[src/rtl/fetch_pkg.sv]
`default_nettype none
// ============================================================================
//  Module      : fetch_pkg
//  Description : Shared types and constants for the instruction-fetch stage
//                (fetch FSM state encoding, NOP bubble, default reset PC).
//  Revision    : 1.0 - initial release
// ============================================================================
package fetch_pkg;

    // Fetch controller state: issue, wait for response, hold a stalled
    // response, or discard a wrong-path response.
    typedef enum logic [1:0] {
        ST_REQ  = 2'd0,
        ST_WAIT = 2'd1,
        ST_HOLD = 2'd2,
        ST_DROP = 2'd3
    } fetch_state_e;

    // addi x0, x0, 0 -- injected into Decode on bubbles and flushes
    localparam logic [31:0] NOP_INSTR        = 32'h0000_0013;
    localparam logic [31:0] RESET_PC_DEFAULT = 32'h0000_0000;

endpackage
`default_nettype wire

[src/rtl/fetch_if.sv]
`default_nettype none
// ============================================================================
//  Module      : fetch_if
//  Description : Instruction-memory request/response bus between the fetch
//                stage (master) and instruction memory (slave).
//  Revision    : 1.0 - initial release
// ============================================================================
interface fetch_if;

    logic        ImemReqF;
    logic [31:0] ImemAddrF;
    logic        ImemReady;
    logic        ImemRValid;
    logic [31:0] ImemRData;

    modport master (
        output ImemReqF,
        output ImemAddrF,
        input  ImemReady,
        input  ImemRValid,
        input  ImemRData
    );

    modport slave (
        input  ImemReqF,
        input  ImemAddrF,
        output ImemReady,
        output ImemRValid,
        output ImemRData
    );

endinterface
`default_nettype wire

[src/rtl/if_id_reg.sv]
`default_nettype none
// ============================================================================
//  Module      : if_id_reg
//  Description : IF/ID pipeline register. Priority flush > stall > load >
//                bubble; flush and bubble insert a NOP and keep the PC fields.
//  Revision    : 1.0 - initial release
// ============================================================================
module if_id_reg #(
    parameter logic [31:0] NOP_INSTR = fetch_pkg::NOP_INSTR
) (
    input  logic        clk,
    input  logic        rst_n,
    input  logic        flush,
    input  logic        stall,
    input  logic        load,
    input  logic [31:0] instr_in,
    input  logic [31:0] pc_in,
    output logic [31:0] instr,
    output logic [31:0] pc,
    output logic [31:0] pc_plus4,
    output logic        valid
);
    import fetch_pkg::*;

    logic [31:0] instr_q, instr_d;
    logic [31:0] pc_q, pc_d;
    logic [31:0] pc_plus4_q, pc_plus4_d;
    logic        valid_q, valid_d;

    // Next IF/ID contents; PC fields only change on a real load
    always_comb begin
        instr_d    = instr_q;
        pc_d       = pc_q;
        pc_plus4_d = pc_plus4_q;
        valid_d    = valid_q;
        if (flush) begin
            instr_d = NOP_INSTR;
            valid_d = 1'b0;
        end else if (!stall) begin
            if (load) begin
                instr_d    = instr_in;
                pc_d       = pc_in;
                pc_plus4_d = pc_in + 32'd4;
                valid_d    = 1'b1;
            end else begin
                instr_d = NOP_INSTR;
                valid_d = 1'b0;
            end
        end
    end

    // Register with synchronous active-low reset to a bubble
    always_ff @(posedge clk) begin
        if (!rst_n) begin
            instr_q    <= NOP_INSTR;
            pc_q       <= 32'd0;
            pc_plus4_q <= 32'd0;
            valid_q    <= 1'b0;
        end else begin
            instr_q    <= instr_d;
            pc_q       <= pc_d;
            pc_plus4_q <= pc_plus4_d;
            valid_q    <= valid_d;
        end
    end

    assign instr    = instr_q;
    assign pc       = pc_q;
    assign pc_plus4 = pc_plus4_q;
    assign valid    = valid_q;

endmodule
`default_nettype wire

[src/rtl/fetch_stage.sv]
`default_nettype none
// ============================================================================
//  Module      : fetch_stage
//  Description : RV32I instruction-fetch stage. Owns the PC, keeps at most one
//                memory request outstanding, squashes wrong-path responses on
//                redirect and buffers one response while Decode is stalled.
//  Revision    : 1.0 - initial release
// ============================================================================
module fetch_stage #(
    parameter logic [31:0] RESET_PC  = fetch_pkg::RESET_PC_DEFAULT,
    parameter logic [31:0] NOP_INSTR = fetch_pkg::NOP_INSTR
) (
    input  logic           clk,
    input  logic           rst_n,
    input  logic           StallF,
    input  logic           StallD,
    input  logic           FlushD,
    input  logic           PCSrcE,
    input  logic [31:0]    PCTargetE,
    fetch_if.master        imem,
    output logic [31:0]    InstrD,
    output logic [31:0]    PCD,
    output logic [31:0]    PCPlus4D,
    output logic           ValidD
);
    import fetch_pkg::*;

    fetch_state_e state_q, state_d;
    logic [31:0]  pcf_q, pcf_d;
    logic [31:0]  req_pc_q, req_pc_d;
    logic [31:0]  hold_instr_q, hold_instr_d;
    logic         hold_valid_q, hold_valid_d;

    logic         accept;
    logic         load_wait;
    logic         load_hold;
    logic         capture;
    logic         load;
    logic [31:0]  load_instr;

    // State and datapath registers
    always_ff @(posedge clk) begin
        if (!rst_n) begin
            state_q      <= ST_REQ;
            pcf_q        <= RESET_PC;
            req_pc_q     <= 32'd0;
            hold_instr_q <= 32'd0;
            hold_valid_q <= 1'b0;
        end else begin
            state_q      <= state_d;
            pcf_q        <= pcf_d;
            req_pc_q     <= req_pc_d;
            hold_instr_q <= hold_instr_d;
            hold_valid_q <= hold_valid_d;
        end
    end

    // Next state; a redirect turns any in-flight request into a discard
    always_comb begin
        state_d = state_q;
        case (state_q)
            ST_REQ: begin
                if (accept) state_d = PCSrcE ? ST_DROP : ST_WAIT;
            end
            ST_WAIT: begin
                if (PCSrcE)               state_d = imem.ImemRValid ? ST_REQ : ST_DROP;
                else if (imem.ImemRValid) state_d = StallD ? ST_HOLD : ST_REQ;
            end
            ST_HOLD: begin
                if (PCSrcE || !StallD) state_d = ST_REQ;
            end
            ST_DROP: begin
                if (imem.ImemRValid) state_d = ST_REQ;
            end
            default: state_d = ST_REQ;
        endcase
    end

    // Bus request and IF/ID load controls
    always_comb begin
        imem.ImemReqF  = rst_n && (state_q == ST_REQ) && !StallF;
        imem.ImemAddrF = pcf_q;
        accept         = imem.ImemReqF && imem.ImemReady;
        load_wait      = (state_q == ST_WAIT) && imem.ImemRValid && !PCSrcE && !StallD;
        capture        = (state_q == ST_WAIT) && imem.ImemRValid && !PCSrcE && StallD;
        load_hold      = (state_q == ST_HOLD) && hold_valid_q && !PCSrcE && !StallD;
        load           = load_wait || load_hold;
        load_instr     = load_hold ? hold_instr_q : imem.ImemRData;
    end

    // PC, request PC and hold buffer; redirect overrides the sequential PC
    always_comb begin
        pcf_d        = pcf_q;
        req_pc_d     = req_pc_q;
        hold_instr_d = hold_instr_q;
        hold_valid_d = hold_valid_q;
        if (accept) begin
            req_pc_d = pcf_q;
            pcf_d    = pcf_q + 32'd4;
        end
        if (capture) begin
            hold_instr_d = imem.ImemRData;
            hold_valid_d = 1'b1;
        end
        if (load_hold) hold_valid_d = 1'b0;
        if (PCSrcE) begin
            pcf_d        = PCTargetE;
            hold_valid_d = 1'b0;
        end
    end

    if_id_reg #(
        .NOP_INSTR (NOP_INSTR)
    ) u_if_id (
        .clk      (clk),
        .rst_n    (rst_n),
        .flush    (FlushD),
        .stall    (StallD),
        .load     (load),
        .instr_in (load_instr),
        .pc_in    (req_pc_q),
        .instr    (InstrD),
        .pc       (PCD),
        .pc_plus4 (PCPlus4D),
        .valid    (ValidD)
    );

endmodule
`default_nettype wire

[src/flat_wrapper.sv]
// flat-port wrapper written by rule: the top's interface ports become plain ports
module fetch_stage_flat import fetch_pkg::*;
#(
    parameter logic [31:0] RESET_PC  = fetch_pkg::RESET_PC_DEFAULT,
    parameter logic [31:0] NOP_INSTR = fetch_pkg::NOP_INSTR
)
  (clk, rst_n, StallF, StallD, FlushD, PCSrcE, PCTargetE, InstrD, PCD, PCPlus4D, ValidD, imem_ImemReqF, imem_ImemAddrF, imem_ImemReady, imem_ImemRValid, imem_ImemRData);
  fetch_if imem_i ();
  input  logic clk;
  input  logic rst_n;
  input  logic StallF;
  input  logic StallD;
  input  logic FlushD;
  input  logic PCSrcE;
  input  logic [31:0] PCTargetE;
  output logic [31:0] InstrD;
  output logic [31:0] PCD;
  output logic [31:0] PCPlus4D;
  output logic ValidD;
  output wire logic [$bits(imem_i.ImemReqF)-1:0] imem_ImemReqF;
  output wire logic [$bits(imem_i.ImemAddrF)-1:0] imem_ImemAddrF;
  input wire logic [$bits(imem_i.ImemReady)-1:0] imem_ImemReady;
  input wire logic [$bits(imem_i.ImemRValid)-1:0] imem_ImemRValid;
  input wire logic [$bits(imem_i.ImemRData)-1:0] imem_ImemRData;
  assign imem_ImemReqF = imem_i.ImemReqF;
  assign imem_ImemAddrF = imem_i.ImemAddrF;
  assign imem_i.ImemReady = imem_ImemReady;
  assign imem_i.ImemRValid = imem_ImemRValid;
  assign imem_i.ImemRData = imem_ImemRData;
  fetch_stage #(.RESET_PC(RESET_PC), .NOP_INSTR(NOP_INSTR)) u_core (.clk(clk), .rst_n(rst_n), .StallF(StallF), .StallD(StallD), .FlushD(FlushD), .PCSrcE(PCSrcE), .PCTargetE(PCTargetE), .imem(imem_i), .InstrD(InstrD), .PCD(PCD), .PCPlus4D(PCPlus4D), .ValidD(ValidD));
endmodule
[config.mk]
export PLATFORM = sky130hd
export DESIGN_NAME = fetch_stage_flat
export DESIGN_NICKNAME = d
export VERILOG_FILES = /design/src/rtl/fetch_pkg.sv /design/src/rtl/fetch_if.sv /design/src/rtl/if_id_reg.sv /design/src/rtl/fetch_stage.sv /design/src/flat_wrapper.sv
export SDC_FILE = /design/constraint.sdc
export NUM_CORES = 1
export LEC_CHECK = 0
export CAP_MARGIN = 30
export CORE_MARGIN = 3
export CORE_UTILIZATION = 50
export DETAILED_ROUTE_END_ITERATION = 10
export GPL_ROUTABILITY_DRIVEN = 0
export PLACE_DENSITY = 0.81
export SYNTH_ARGS = -nofsm -noshare
export SYNTH_HDL_FRONTEND = slang
export SYNTH_SLANG_ARGS = --single-unit
[constraint.sdc]
create_clock -name clk -period 2 [get_ports clk]
set_input_delay 0.3 -clock clk [delete_from_list [all_inputs] [get_ports clk]]
set_output_delay 0.3 -clock clk [all_outputs]
set_load 0.005 [all_outputs]
==> results by group <==
Outcome
  • Status: finished, violations left
  • Failing checks: setup timing

Worst setup path
  • R2R Setup Slk: -20 ps
  • Data required time at the worst endpoint: around 2400 ps
  • Crit. End Element: register
  • Most numerous cell on the critical path: sky130_fd_sc_hd__buf_6
  • R2r worst-path depth: 7
  • WP data arrival: approximately 2400 ps
  • Slowest-stage cell, CP: sky130_fd_sc_hd__or4b_4
  • Nature of the critical path startpoint: register
  • End of the worst register-to-register path: u_core.imem.ImemAddrF[8]
  • Worst reg2reg path startpoint: u_core.state_q[0]
  • Worst Path Class, Setup: reg -> reg
  • Maximum fanout count along the critical path: 8
  • Stage delay of the slowest cell on the critical path: 570 ps
  • Cell-by-cell listing of the critical path: or4b_4 -> clkinv_4 -> buf_6 -> nand4_4 -> buf_6 -> or3_1 -> a31oi_1

Logic synthesis
  • Cell count after synthesis: between 900 and 1000
  • Post-synthesis cell area: between 8000 and 9000 µm²
  • Net Count, Synth: roughly 1100
  • Average instance area after synthesis: 8.36 µm²
  • Count of flip-flops with a built-in enable after synthesis: 0
  • Distinct cell type count of the synthesized netlist: 52
  • Prevailing post-synth register cell: sky130_fd_sc_hd__dfxtp_1
  • Yosys synthesis warning count: 0
  • Post-synthesis sequential element count: 194
  • Proportion of synthesized chip area in sequential cells: between 40% and 50%
  • Asr flop ratio synth: 0%

Die
  • Die Area: about 18000 µm²
  • Die span in y: 135 µm
  • Core area: between 15000 and 20000 µm²
  • Chip Width: approximately 130 µm
  • Number of cell rows: 46
  • Boundary pin count: between 200 and 250
  • Starting density of the core: 51.5%

Cells and area
  • Finished layout cell area: between 10000 and 15000 µm²
  • Antenna Cells: 0
  • Fraction of layout cells with a size suffix above 1: about an eighth
  • Layout Utilization: about three quarters
  • Signed area change from the synthesized netlist to the final layout: 42.7%
  • Filler instances: ~1100
  • Net total in the final layout: about 1300
  • Most common library cell in the layout ignoring fill and taps: sky130_fd_sc_hd__nand2_1
  • Most frequent cells in the layout: sky130_fd_sc_hd__nand2_1, sky130_fd_sc_hd__clkdlybuf4s50_1, sky130_fd_sc_hd__dfxtp_1

STA
  • Top achievable clock speed: about 500 MHz
  • Total count of max-transition violations in the final report: 0
  • Part of the cycle the worst path needs: 101%
  • Setup repair after global routing missed its margin: yes
  • Worst-margin pin slew: approximately 670 ps
  • Fin worst setup slack: -18.0 ps
  • Headroom to the max-slew limit: around 56%
  • Clock tree skew after final layout: around 6.5 ps
  • Final-report setup violation count: 2
  • Final critical path time including I/O delays and setup: between 2000 and 2500 ps
  • Final Hold Vio Count: 0
  • Worst hold-check slack: between 400 and 500 ps

Route
  • Routed wire per std cell: between 15 and 20 µm
  • Met3 routed WL: roughly 1.7 mm
  • Detailed-route via count: approximately 8100
  • Final routed wirelength across all metal layers: between 20 and 25 mm
  • Routed via count divided by cell count: around 5.6
  • Wire length on met2: between 10 and 15 mm
  • Met1 Wirelength: ~11 mm
  • Uppermost metal layer occupied by signal nets: met4
  • Post-route ant nets: 0
  • Number of detailed-route iterations in the first pass: 5
  • Number of remaining DRC errors: 0
  • Drt first-iter violations: roughly 600

Clock network
  • Clock latency at the later pin of the worst-skew pair: between 400 and 500 ps
  • Maximum buffer depth of the clock tree: 2
  • Root Buffer: sky130_fd_sc_hd__clkbuf_16
  • Number of buffers added to fix hold violations after cts: 0
  • Number of buffers created by CTS: 17
  • TritonCTS clock tree: yes
  • Number of H-tree branching levels: 4
  • Clock slew at the register clock pins of the worst setup and hold paths: roughly 70 ps
  • Clock net sink count: 194

Power
  • VDD IR max: approximately 640 µV
  • LEAKAGE: approximately 4.4 nW
  • Power consumption: 8.49 mW
  • Power density over the cells: between 700 and 800 nW/µm²

Global route
  • Remaining Overflow, GRT: 0
  • Number of global-route vias before repair: 7750
  • First-pass GRT wire length: 39.3 mm
  • Number of antenna violations at the first check in global routing: 0
  • Maximum number of pins on one net before global-route repair: 52
  • Global-route usage over all layers: 26.7%

Placed design
  • Post-Place Cell Area: roughly 11000 µm²
  • Detail Placement HPWL: between 15 and 20 mm
  • Placement Setup Slack: -324 ps
  • PortBufs: roughly 200

Job
  • Max-cap check violation count: 0

Min path
  • Type of the worst min-delay path: in -> reg
  • Worst hold path stage count: 3
  • Critical hold path startpoint: imem_ImemRData[28]
  • Hold Crit Endpoint: u_core.hold_instr_q[28]
[critical path: cells and delay by family, from the launching register on]
kind | cells | cell delay (ps)
simple gates | 3 | 1060
flops | 1 | 330
buf+inv | 3 | 390
compound gates | 1 | 170
[power by group]
group          leakage [nW]  switching [mW]  internal (mW)  total, mW
sequential             1.57          0.0701           3.93       4.00
combinational          2.50           0.349          0.406      0.755
clock                 0.309            1.49           2.25       3.74
total                  4.39            1.90           6.59       8.49
[worst max-delay path by stage]
stage | from | end
finish | u_core.state_q[0] | u_core.imem.ImemAddrF[8]
global route | u_core.state_q[0] | u_core.imem.ImemAddrF[8]
CTS | u_core.state_q[0] | u_core.imem.ImemAddrF[8]
global placement | rst_n | u_core.imem.ImemAddrF[8]
floorplan | u_core.imem.ImemAddrF[5] | u_core.imem.ImemAddrF[26]
detailed placement | rst_n | u_core.imem.ImemAddrF[28]
[logic make-up (layout without fill, tap and decap cells)]
group                    count (synthesis)  after routing  share of synthesized area, %
flip-flops                             194            194                          47.0
AO/OA/AOI/OAI                          244            244                          16.9
XOR/XNOR                                51             51                          5.40
buffers and inverters                   85            331                          4.39
AND/OR/NAND/NOR                        374            374                          21.3
adder cells (fa/ha/maj)                  2              2                         0.303
multiplexers                            39             39                          4.77
[layer usage]
metal	up-vias	track usage (%)
met2	361	42.5
met1	3796	36.3
li1	3872	-
met3	58	5.33
met5	-	0
met4	0	9.45
[area by class of cell]
| cell class | instances | area [µm²] | share of cell area [%] |
|---|---|---|---|
| multi-input combinational | 710 | 4070 | 34.5 |
| tap | 216 | 270 | 2.29 |
| inverter | 11 | 47.5 | 0.403 |
| sequential | 194 | 3880 | 32.9 |
| timing repair buffer | 288 | 2880 | 24.4 |
| clock buffer | 19 | 443 | 3.75 |
| clock inverter | 13 | 209 | 1.77 |
[synth_stat cells (2+ instances only)]
cell                        instances  area (µm²)
sky130_fd_sc_hd__nand2_1          223         837
sky130_fd_sc_hd__dfxtp_1          194        3880
sky130_fd_sc_hd__a21oi_1          141         706
sky130_fd_sc_hd__clkbuf_1          56         210
sky130_fd_sc_hd__nor2_1            53         199
sky130_fd_sc_hd__o21ai_0           44         220
sky130_fd_sc_hd__mux2i_1           36         360
sky130_fd_sc_hd__a2bb2oi_1         29         254
sky130_fd_sc_hd__nand3_1           29         145
sky130_fd_sc_hd__xnor2_1           26         228
sky130_fd_sc_hd__xor2_1            25         219
sky130_fd_sc_hd__nand4_1           16         100
sky130_fd_sc_hd__and3_1            10        62.6
sky130_fd_sc_hd__buf_2              9        45.0
sky130_fd_sc_hd__inv_1              8        30.0
sky130_fd_sc_hd__nor3_1             8        40.0
sky130_fd_sc_hd__a211oi_1           7        52.6
sky130_fd_sc_hd__and4_1             6        52.6
sky130_fd_sc_hd__o22ai_1            5        31.3
sky130_fd_sc_hd__and2_1             4        25.0
sky130_fd_sc_hd__buf_1              4        15.0
sky130_fd_sc_hd__nor4_1             4        25.0
sky130_fd_sc_hd__nor4_4             4        85.1
sky130_fd_sc_hd__o21ai_1            4        20.0
sky130_fd_sc_hd__a31oi_1            3        18.8
sky130_fd_sc_hd__buf_6              3        33.8
sky130_fd_sc_hd__mux2_2             3        33.8
sky130_fd_sc_hd__and3b_1            2        17.5
sky130_fd_sc_hd__buf_4              2        15.0
sky130_fd_sc_hd__ha_1               2        25.0
sky130_fd_sc_hd__inv_2              2        7.51
sky130_fd_sc_hd__nand4_4            2        42.5
sky130_fd_sc_hd__nor3_2             2        20.0
sky130_fd_sc_hd__nor4_2             2        25.0
sky130_fd_sc_hd__o21a_1             2        15.0
sky130_fd_sc_hd__o32ai_1            2        17.5
sky130_fd_sc_hd__or3_1              2        12.5
[per-stage QoR]
step	std cells	setup TNS, ps
2_1_floorplan	989	0
6_report	1451	-20.3
5_1_grt	1451	-593
4_1_cts	1450	0
3_5_place_dp	1417	-13670
3_3_place_gp	1417	-11310
[timing repair]
| item | CTS | global route |
|---|---|---|
| pin swaps | 2 | 6 |
| endpoints found under the hold margin | 0 | 0 |
| setup buffers | 1 | 1 |
| endpoints found under the setup margin | 1 | 18 |
| resized for setup | 6 | 8 |
| cloned | 0 | 0 |
[state kept, by name, summed over array words and instances (netlist names)]
register / count
u_core.hold_instr_q: 32
u_core.imem.ImemAddrF: 32
u_core.req_pc_q: 32
u_core.u_if_id.instr: 32
u_core.u_if_id.pc: 32
u_core.u_if_id.pc_plus4: 30
u_core.state_q: 2
u_core.hold_valid_q: 1
u_core.u_if_id.valid: 1
Note: power is estimated with default switching activity, not from simulation.
